$ cat src/rtl/uart_rx_fifo.sv
`default_nettype none
// ============================================================================
// Module      : uart_rx_fifo
// Description : Receive-side FIFO behind a UART receiver. It stores each frame
//               together with its parity/stop error flags.
// Revision    : 1.0 - initial release
// ============================================================================
module uart_rx_fifo #(
    parameter int DATA_WIDTH   = 8,
    parameter int DEPTH        = 8,
    parameter int DROP_ERRORED = 0
) (
    input  logic                       clk,
    input  logic                       res_n,
    input  logic [DATA_WIDTH-1:0]      rx_data_in,
    input  logic                       rx_valid_in,
    input  logic                       rx_par_err_in,
    input  logic                       rx_stop_err_in,
    input  logic                       rd_ready_in,
    output logic                       rd_valid_out,
    output logic [DATA_WIDTH-1:0]      rd_data_out,
    output logic                       rd_par_err_out,
    output logic                       rd_stop_err_out,
    output logic [$clog2(DEPTH):0]     count_out,
    output logic                       overflow_out,
    output logic [7:0]                 err_cnt_out
);

    localparam int AW = $clog2(DEPTH);
    localparam int CW = AW + 1;
    localparam int EW = DATA_WIDTH + 2;

    logic [EW-1:0] mem [DEPTH];
    logic [AW-1:0] wr_ptr;
    logic [AW-1:0] rd_ptr;
    logic [CW-1:0] count;
    logic          overflow;
    logic [7:0]    err_cnt;

    logic          full;
    logic          frame_err;
    logic          drop;
    logic          wr_en;
    logic          rd_en;
    logic [EW-1:0] head;

    always_comb begin
        full      = (count == CW'(DEPTH));
        frame_err = rx_par_err_in | rx_stop_err_in;
        drop      = (DROP_ERRORED != 0) && frame_err;
        // A read while full does not make room for this cycle's write.
        wr_en     = rx_valid_in && !full && !drop;
        rd_en     = (count != '0) && rd_ready_in;
    end

    always_ff @(posedge clk) begin
        if (wr_en) begin
            mem[wr_ptr] <= {rx_data_in, rx_par_err_in, rx_stop_err_in};
        end
    end

    always_ff @(posedge clk) begin
        if (res_n) begin
            wr_ptr   <= '0;
            rd_ptr   <= '0;
            count    <= '0;
            overflow <= 1'b0;
            err_cnt  <= 8'd0;
        end else begin
            if (wr_en) begin
                wr_ptr <= wr_ptr + 1'b1;
            end
            if (rd_en) begin
                rd_ptr <= rd_ptr + 1'b1;
            end
            case ({wr_en, rd_en})
                2'b10:   count <= count + 1'b1;
                2'b01:   count <= count - 1'b1;
                default: count <= count;
            endcase
            if (rx_valid_in && full) begin
                overflow <= 1'b1;
            end
            if (rx_valid_in && frame_err && (err_cnt != 8'hFF)) begin
                err_cnt <= err_cnt + 8'd1;
            end
        end
    end

    always_comb begin
        head            = mem[rd_ptr];
        rd_valid_out    = (count != '0);
        rd_data_out     = head[EW-1:2];
        rd_par_err_out  = head[1];
        rd_stop_err_out = head[0];
        count_out       = count;
        overflow_out    = overflow;
        err_cnt_out     = err_cnt;
    end

endmodule
`default_nettype wire

$ cat config.mk
export PLATFORM = sky130hd
export DESIGN_NAME = uart_rx_fifo
export DESIGN_NICKNAME = d
export VERILOG_FILES = /design/src/rtl/uart_rx_fifo.sv
export SDC_FILE = /design/constraint.sdc
export NUM_CORES = 1
export LEC_CHECK = 0
export CORE_ASPECT_RATIO = 1.1
export CORE_UTILIZATION = 56
export CTS_CLUSTER_SIZE = 8
export DETAILED_ROUTE_END_ITERATION = 10
export GPL_TIMING_DRIVEN = 1
export PLACE_DENSITY = 0.76
export SLEW_MARGIN = 10
export SYNTH_ARGS = -nofsm -noshare
export SYNTH_HDL_FRONTEND = slang
export SYNTH_SLANG_ARGS = --single-unit
$ cat constraint.sdc
create_clock -name clk -period 3.6 [get_ports clk]
set_clock_uncertainty 0.2 [all_clocks]
set_input_delay 0.9 -clock clk [delete_from_list [all_inputs] [get_ports clk]]
set_output_delay 0.9 -clock clk [all_outputs]
set_load 0.05 [all_outputs]
==> results of run 1 <==
-- metrics by stage --
step,utilization (%),setup WS [ps],hold WS (ps)
after floorplan,-,633.7,254.1
after global placement,65.27,457.3,254.8
after detailed placement,65.27,433.4,274.6
after CTS,68.13,364.8,300.9
after global routing,68.13,311.4,311.9
final,68.13,416.9,290.9
-- flip-flops by register name, summed over array words and instances, names as in the netlist, named ones only --
register,cells
count_out,4
err_cnt_out,8
mem,80
overflow_out,1
rd_ptr,3
wr_ptr,3
-- cells in the mapped netlist --
master,number,area [sq um]
or4_4,1,11.26
o2111a_1,1,11.26
nand3_2,1,10.01
buf_2,3,15.01
nor4bb_1,1,10.01
o221ai_1,1,8.760
nor4b_1,1,8.760
nand2_2,1,6.260
buf_6,1,11.26
nand2_1,5,18.77
o211ai_1,2,15.01
nand2b_1,4,25.02
o21ai_0,5,25.02
nand4_1,2,12.51
o31ai_1,1,7.510
clkbuf_1,4,15.01
nand2_8,1,20.02
xor2_2,1,16.27
buf_1,2,7.510
nor4_1,1,6.260
inv_1,4,15.01
mux2i_1,5,50.05
edfxtp_1,80,2402
nor2_1,21,78.83
nor2b_1,2,12.51
xor2_1,8,70.07
nor3b_1,1,7.510
ha_1,6,75.07
o211a_1,1,10.01
dfxtp_1,22,440.4
a21oi_2,1,8.760
or4b_1,1,10.01
nor3_1,5,25.02
nand3_1,6,30.03
a211oi_1,1,7.510
mux4_2,20,450.4
or3_1,1,6.260
a21oi_1,3,15.01
mux2_2,11,123.9
-- worst max-delay path by stage --
stage	from	slack (ps)	depth (start not counted)	to
global placement	rx_valid_in	460	7	count_out[3]$_SDFFE_PP0P_
global route	flop	310	4	rd_data_out[4]
floorplan	count_out[0]$_SDFFE_PP0P_	630	9	count_out[3]$_SDFFE_PP0P_
detailed placement	rx_valid_in	430	9	count_out[2]$_SDFFE_PP0P_
CTS	flop	360	4	rd_stop_err_out
finish	flop	420	4	rd_stop_err_out
-- power groups by stage --
| stage | registers [mW] | logic (mW) | clock network (mW) |
|---|---|---|---|
| detailed placement | 1.43 | 0.934 | 0 |
| CTS | 1.41 | 0.938 | 0.731 |
| global placement | 1.43 | 0.923 | 0 |
| finish | 1.41 | 0.922 | 0.718 |
| global route | 1.42 | 0.984 | 0.765 |
| floorplan | 1.49 | 0.634 | 0 |
-- critical path, stage by stage (launching register included) --
cell and delay (ps):
dfxtp_1 330, buf_4 360, mux4_2 550, mux2_2 290, buf_4 190
-- cell type report --
class | instances | area (sq um) | area share (%)
sequential | 102 | 2843 | 59.21
clock inverter | 7 | 77.57 | 1.616
clock buffer | 9 | 123.9 | 2.580
timing repair buffer | 49 | 435.4 | 9.070
inverter | 4 | 15.01 | 0.3127
tap | 85 | 106.4 | 2.215
multi-input combinational | 122 | 1200 | 24.99
-- cells in the final DEF, fill, tap and decap left out, drive strengths merged, types with 4 or more instances in the layout --
master and count:
xor2 9, nor3 5, clkbuf 9, mux2 11, a21oi 4, nand2b 4
o21ai 5, buf 22, ha 6, nor2 21, dfxtp 22, mux4 20
inv 9, edfxtp 80, clkdlybuf4s50 27, mux2i 5, nand3 7, nand2 7
-- metal layers --
metal  share of wire (%)  track usage (%)  vias up  wire (microns)
li1                    -                -     1027               -
met1                  44            23.53     1046            2857
met2                  50            30.15       48            3203
met3                 4.6            4.140        9             296
met4                 1.7            8.757        0             112
met5                   0                0        -               0
-- logic make-up (layout without fill, tap and decap cells) --
kind of cell | count (synthesis) | count (layout) | synth area share, %
AO/OA/AOI/OAI | 16 | 16 | 2.655
buffers and inverters | 14 | 69 | 1.556
adder cells (fa/ha/maj) | 6 | 6 | 1.831
XOR/XNOR | 9 | 9 | 2.106
AND/OR/NAND/NOR | 55 | 55 | 7.294
flip-flops | 102 | 102 | 69.33
multiplexers | 36 | 36 | 15.23
==> summary.txt, run 1 <==
Run status
  • Status: complete, no violations

Setup path
  • Crit path DAT: 2080 ps
  • Crit end category: output port
  • WS Path Type: flop to output port
  • CP Launch Type: flop
  • Reg2reg end: count_out[3]$_SDFFE_PP0P_
  • FF-to-FF path depth: 7
  • Reg2Reg Setup Slack: 810 ps
  • Critical R2R Launch: count_out[1]$_SDFFE_PP0P_
  • Worst EP required: 2500 ps
  • Crit-path max FO: 20

Clock tree
  • Clk slew on worst S/H paths: 90 ps
  • Cts bufs inserted: 9
  • Clock Latency Late Sink: 350 ps
  • H-tree depth: 3
  • CTS tree: yes
  • CTS resizes: 0
  • # clock sinks: 102
  • Post-CTS Setup Bufs: 0
  • Post-CTS Hold Fix Bufs: 0
  • Clk Tree Root Cell: clkbuf_8
  • CTS max path bufs: 2

Power
  • Reg power frac: 46.2%
  • Peak VDD IR: 0.5295 mV
  • Net Sw Frac: 32.22%
  • Sw Pwr: 981.9 uW
  • Leak pwr: 1.623 nW
  • Power Internal: 2.066 mW
  • Combinational share of power: 30.2%
  • PnR Total Power: 3.048 mW
  • PwrDens: 634.8 nW/um^2
  • Clock network power share: 23.6%

Placement
  • Number of port buffers: 37
  • Post-DP Area: 4599 sq um
  • Gpl congestion: 0.6670
  • Final HPWL DP: 4.041 mm
  • Placed cell count: 362

Final layout
  • P&R area growth vs syn: 17.09%
  • Finished Cell Area: 4801 sq um
  • Nets: 308
  • Fillers: 500
  • N_diodes: 0
  • Cell Count, Final, Fillers Out: 378
  • Layout cell share with drive strength beyond 1: 25.60%

Synthesis
  • Synth Instances: 238
  • Sequential element share of the synthesized area: 69.33%
  • Ys Warns: 0
  • #FFs+latches synth: 102
  • Syn_area_per_cell: 17.23 sq um
  • Yosys cell types: 39
  • Syn nets: 258
  • Mapped Area: 4100 sq um

Detailed routing
  • Routed WL: 6.470 mm
  • Via Count: 2130
  • Final ANT Viol Nets: 0
  • WL/cell: 17.12 microns
  • First-pass detailed-route iteration total: 4
  • Residual DRC: 0
  • First DRT Iteration DRCs: 107
  • Via-to-Cell Ratio: 5.635

Min path
  • Hold_sp: overflow_out$_SDFFE_PP0P_
  • Hold path endpoint: overflow_out$_SDFFE_PP0P_
  • WHS Path Cells: 2
  • Min-delay worst type: flop to flop

Global route
  • Total Routing Usage GR: 18.42%
  • Initial antenna violation count: 0
  • GRT Residual Overflow: 0
  • First-pass GRT wire length: 10.45 mm
  • Largest net degree at the start of global routing: 21
  • Vias in the first global route: 2126

STA
  • Worst-margin pin slew: 599.5 ps
  • Maximum clock frequency: 314.2 MHz
  • Min Tclk post-route: 3183 ps
  • Slew HR: 59.70%
  • RSZ-0062 raised after global routing: no
  • Final Max Slew Viols: 0
  • Period utilization: 88.42%
  • Sum Neg Setup Slack: 0 ps
  • Final Hold Fails: 0
  • Setup violators final: 0

Floorplanning
  • Starting Density: 58.19%
  • Die Footprint: 7669 sq um
  • Die Y: 91.75 microns
  • Die X: 83.59 microns
  • Io pins: 38
  • Row count: 32
  • Core area: 7047 sq um

Job
  • Max cap viols: 0
(Power assumes the default switching activity.)
==> run 2: changes to the inputs <==
--- a/config.mk
+++ b/config.mk
@@ -6,12 +6,14 @@
 export NUM_CORES = 1
 export LEC_CHECK = 0
 export CORE_ASPECT_RATIO = 1.1
+export CORE_MARGIN = 5
 export CORE_UTILIZATION = 56
 export CTS_CLUSTER_SIZE = 8
 export DETAILED_ROUTE_END_ITERATION = 10
+export GPL_ROUTABILITY_DRIVEN = 1
 export GPL_TIMING_DRIVEN = 1
 export PLACE_DENSITY = 0.76
-export SLEW_MARGIN = 10
+export SLEW_MARGIN = 20
 export SYNTH_ARGS = -nofsm -noshare
 export SYNTH_HDL_FRONTEND = slang
 export SYNTH_SLANG_ARGS = --single-unit
==> run 2 against run 1 <==
Effect of this change: power is 0.47% higher; sequential power barely moved; die area rose by 19%; non-clock buffer count did not move; combinational power increased by 0.9%; hold slack gained 8.6 ps; largest cell class unchanged; register-to-register slack got worse by 40 ps; global-route usage shrank 1.5 points; via count rose by 1.1%.
==> summary.txt, run 2 (synthesis results as in run 1) <==
Run status
  • Status: complete, no violations

Detailed routing
  • Routed WL: 7.120 mm (+10%)
  • Residual DRC: 0 (unchanged)
  • First DRT Iteration DRCs: 82 (-23%)
  • First-pass detailed-route iteration total: 4 (unchanged)
  • Via-to-Cell Ratio: 5.698 (+1.1%)
  • WL/cell: 18.84 microns (+10%)
  • Via Count: 2154 (+1.1%)
  • Final ANT Viol Nets: 0 (unchanged)

STA
  • Slew HR: 59.68% (about the same)
  • Worst-margin pin slew: 604.0 ps (+4.435 ps)
  • RSZ-0062 raised after global routing: no
  • Final Hold Fails: 0 (unchanged)
  • Final Max Slew Viols: 0 (unchanged)
  • Maximum clock frequency: 313.3 MHz (-0.26%)
  • Period utilization: 88.65% (+0.23 points)
  • Sum Neg Setup Slack: 0 ps (unchanged)
  • Min Tclk post-route: 3191 ps (+8.350 ps)
  • Final hold slack: 299.5 ps (+8.563 ps)
  • Setup violators final: 0 (unchanged)

Power
  • Combinational share of power: 30.4% (+0.2 points)
  • Sw Pwr: 998.5 uW (+1.7%)
  • Net Sw Frac: 32.61% (+0.39 points)
  • PwrDens: 637.5 nW/um^2 (+0.42%)
  • Clock network power share: 23.6% (about the same)
  • Leak pwr: 1.616 nW (-0.38%)
  • Peak VDD IR: 0.5805 mV (+9.6%)
  • Power Internal: 2.063 mW (-0.11%)
  • Reg power frac: 46.0% (-0.2 points)

Floorplanning
  • Core area: 7087 sq um (+0.57%)
  • Die X: 91.59 microns (+9.6%)
  • Io pins: 38 (unchanged)
  • Row count: 32 (unchanged)
  • Die Y: 99.75 microns (+8.7%)
  • Starting Density: 57.86% (-0.33 points)
  • Die Footprint: 9135 sq um (+19%)

Global route
  • Initial antenna violation count: 0 (unchanged)
  • Vias in the first global route: 2221 (+4.5%)
  • GRT Residual Overflow: 0 (unchanged)
  • First-pass GRT wire length: 11.63 mm (+11%)
  • Largest net degree at the start of global routing: 21 (unchanged)
  • Total Routing Usage GR: 16.95% (-1.5 points)

Placement
  • Placed cell count: 362 (unchanged)
  • Final HPWL DP: 4.543 mm (+12%)
  • Number of port buffers: 37 (unchanged)
  • Gpl congestion: 0.7644 (+15%)

Final layout
  • P&R area growth vs syn: 17.15% (about the same)
  • N_diodes: 0 (unchanged)
  • Cell Count, Final, Fillers Out: 378 (unchanged)
  • Max reg flops: 80 (unchanged)
  • Fillers: 509 (+1.8%)
  • Nets: 308 (unchanged)
  • Commonest cells after routing, fill and taps aside: edfxtp_1 (80), clkdlybuf4s50_1 (27), dfxtp_1 (22), buf_4 (22), nor2_1 (21)
  • Commonest non-fill, non-tap cell in the layout: edfxtp_1
  • Layout cell share with drive strength beyond 1: 25.94% (+0.34 points)
  • Largest reg by FF count: mem

Setup path
  • CP max-delay cell: mux4_2
  • Reg2Reg Setup Slack: 770 ps (-40 ps)
  • Crit-path max FO: 20 (unchanged)
  • Crit-path cells: buf_4 -> mux4_2 -> mux2_2 -> buf_4
  • FF-to-FF path depth: 9 (+2)
  • CP Capture Point: rd_stop_err_out
  • Crit path DAT: 2090 ps (about the same)
  • Reg2reg end: count_out[2]$_SDFFE_PP0P_
  • Critical R2R Launch: count_out[1]$_SDFFE_PP0P_
  • Max incr delay on CP: 550 ps (about the same)
  • Worst Path Buf+Inv: 2 (unchanged)
  • WP depth: 4 (unchanged)
  • CP Launch Type: flop
  • Top cell by count, worst path: buf_4
  • Worst EP required: 2500 ps (about the same)
  • Crit end category: output port
  • WS Path Type: flop to output port
  • Crit path max-delay family: multiplexers

Clock tree
  • Cts bufs inserted: 9 (unchanged)
  • CTS max path bufs: 2 (unchanged)
  • Clk slew on worst S/H paths: 90 ps (about the same)
  • Post-CTS Hold Fix Bufs: 0 (unchanged)
  • Clock Latency Late Sink: 360 ps (about the same)
  • # clock sinks: 102 (unchanged)
  • Clk Tree Root Cell: clkbuf_8
  • H-tree depth: 3 (unchanged)
  • CTS resizes: 0 (unchanged)
  • CTS tree: yes
  • Post-CTS Setup Bufs: 0 (unchanged)

Min path
  • WHS Path Cells: 2 (unchanged)
  • Min-delay worst type: flop to flop

Job
  • Max cap viols: 0 (unchanged)
[run 2: cell types whose count changed in the layout (fill, tap and decap cells not counted), sizes merged]
cell      change
clkinvlp      +2
inv           -2
[run 2: worst register-to-register path: stages, from the launching register on]
cell and delay [ps]:
dfxtp_1 400, or4b_1 710, nand2_8 180, ha_1 270
xor2_1 190, ha_1 160, a21oi_1 40, xor2_1 160
or3_1 310, a21oi_1 140
[run 2: final cells by class]
type / instances / area, sq um / share of cell area, %
inverters: 4 / 15.01 / 0.3126
clock inverters: 7 / 80.08 / 1.667
clock buffers: 9 / 123.9 / 2.579
multi-input cells: 122 / 1200 / 24.98
well taps: 85 / 106.4 / 2.214
flip-flops and latches: 102 / 2843 / 59.18
repair buffers: 49 / 435.4 / 9.065
[run 2: metrics by stage]
step                      setup slack [ps]  utilization, %  instance area (sq um)  power (mW)
after global placement               453.6           64.90                   4599       2.362
after detailed placement             419.2           64.90                   4599       2.380
after CTS                            352.3           67.78                   4803       3.097
after global routing                 269.2           67.78                   4803       3.209
final                                408.6           67.78                   4803       3.062
after floorplan                      633.7               -                   4100       2.124
[run 2: worst min-delay path by stage]
stage,from,to
floorplan,rd_ptr[1]$_SDFFE_PP0P_,flop
detailed placement,overflow_out$_SDFFE_PP0P_,overflow_out$_SDFFE_PP0P_
global route,rd_ptr[1]$_SDFFE_PP0P_,rd_ptr[1]$_SDFFE_PP0P_
finish,overflow_out$_SDFFE_PP0P_,overflow_out$_SDFFE_PP0P_
global placement,overflow_out$_SDFFE_PP0P_,overflow_out$_SDFFE_PP0P_
CTS,overflow_out$_SDFFE_PP0P_,overflow_out$_SDFFE_PP0P_
[run 2: per-layer routing]
metal	vias up	part of all wire (%)	GRT usage [%]
met5	-	0	0
met2	45	50	27.43
met1	1075	45	22.43
met4	0	1.5	8.353
li1	1027	-	-
met3	7	3.7	2.723
[run 2: power by group through the flow]
stage | logic, mW | registers [mW] | clock network (mW)
after floorplan | 0.634 | 1.49 | 0
after global placement | 0.930 | 1.43 | 0
after detailed placement | 0.943 | 1.44 | 0
after CTS | 0.947 | 1.41 | 0.740
after global routing | 0.994 | 1.42 | 0.793
final | 0.930 | 1.41 | 0.722
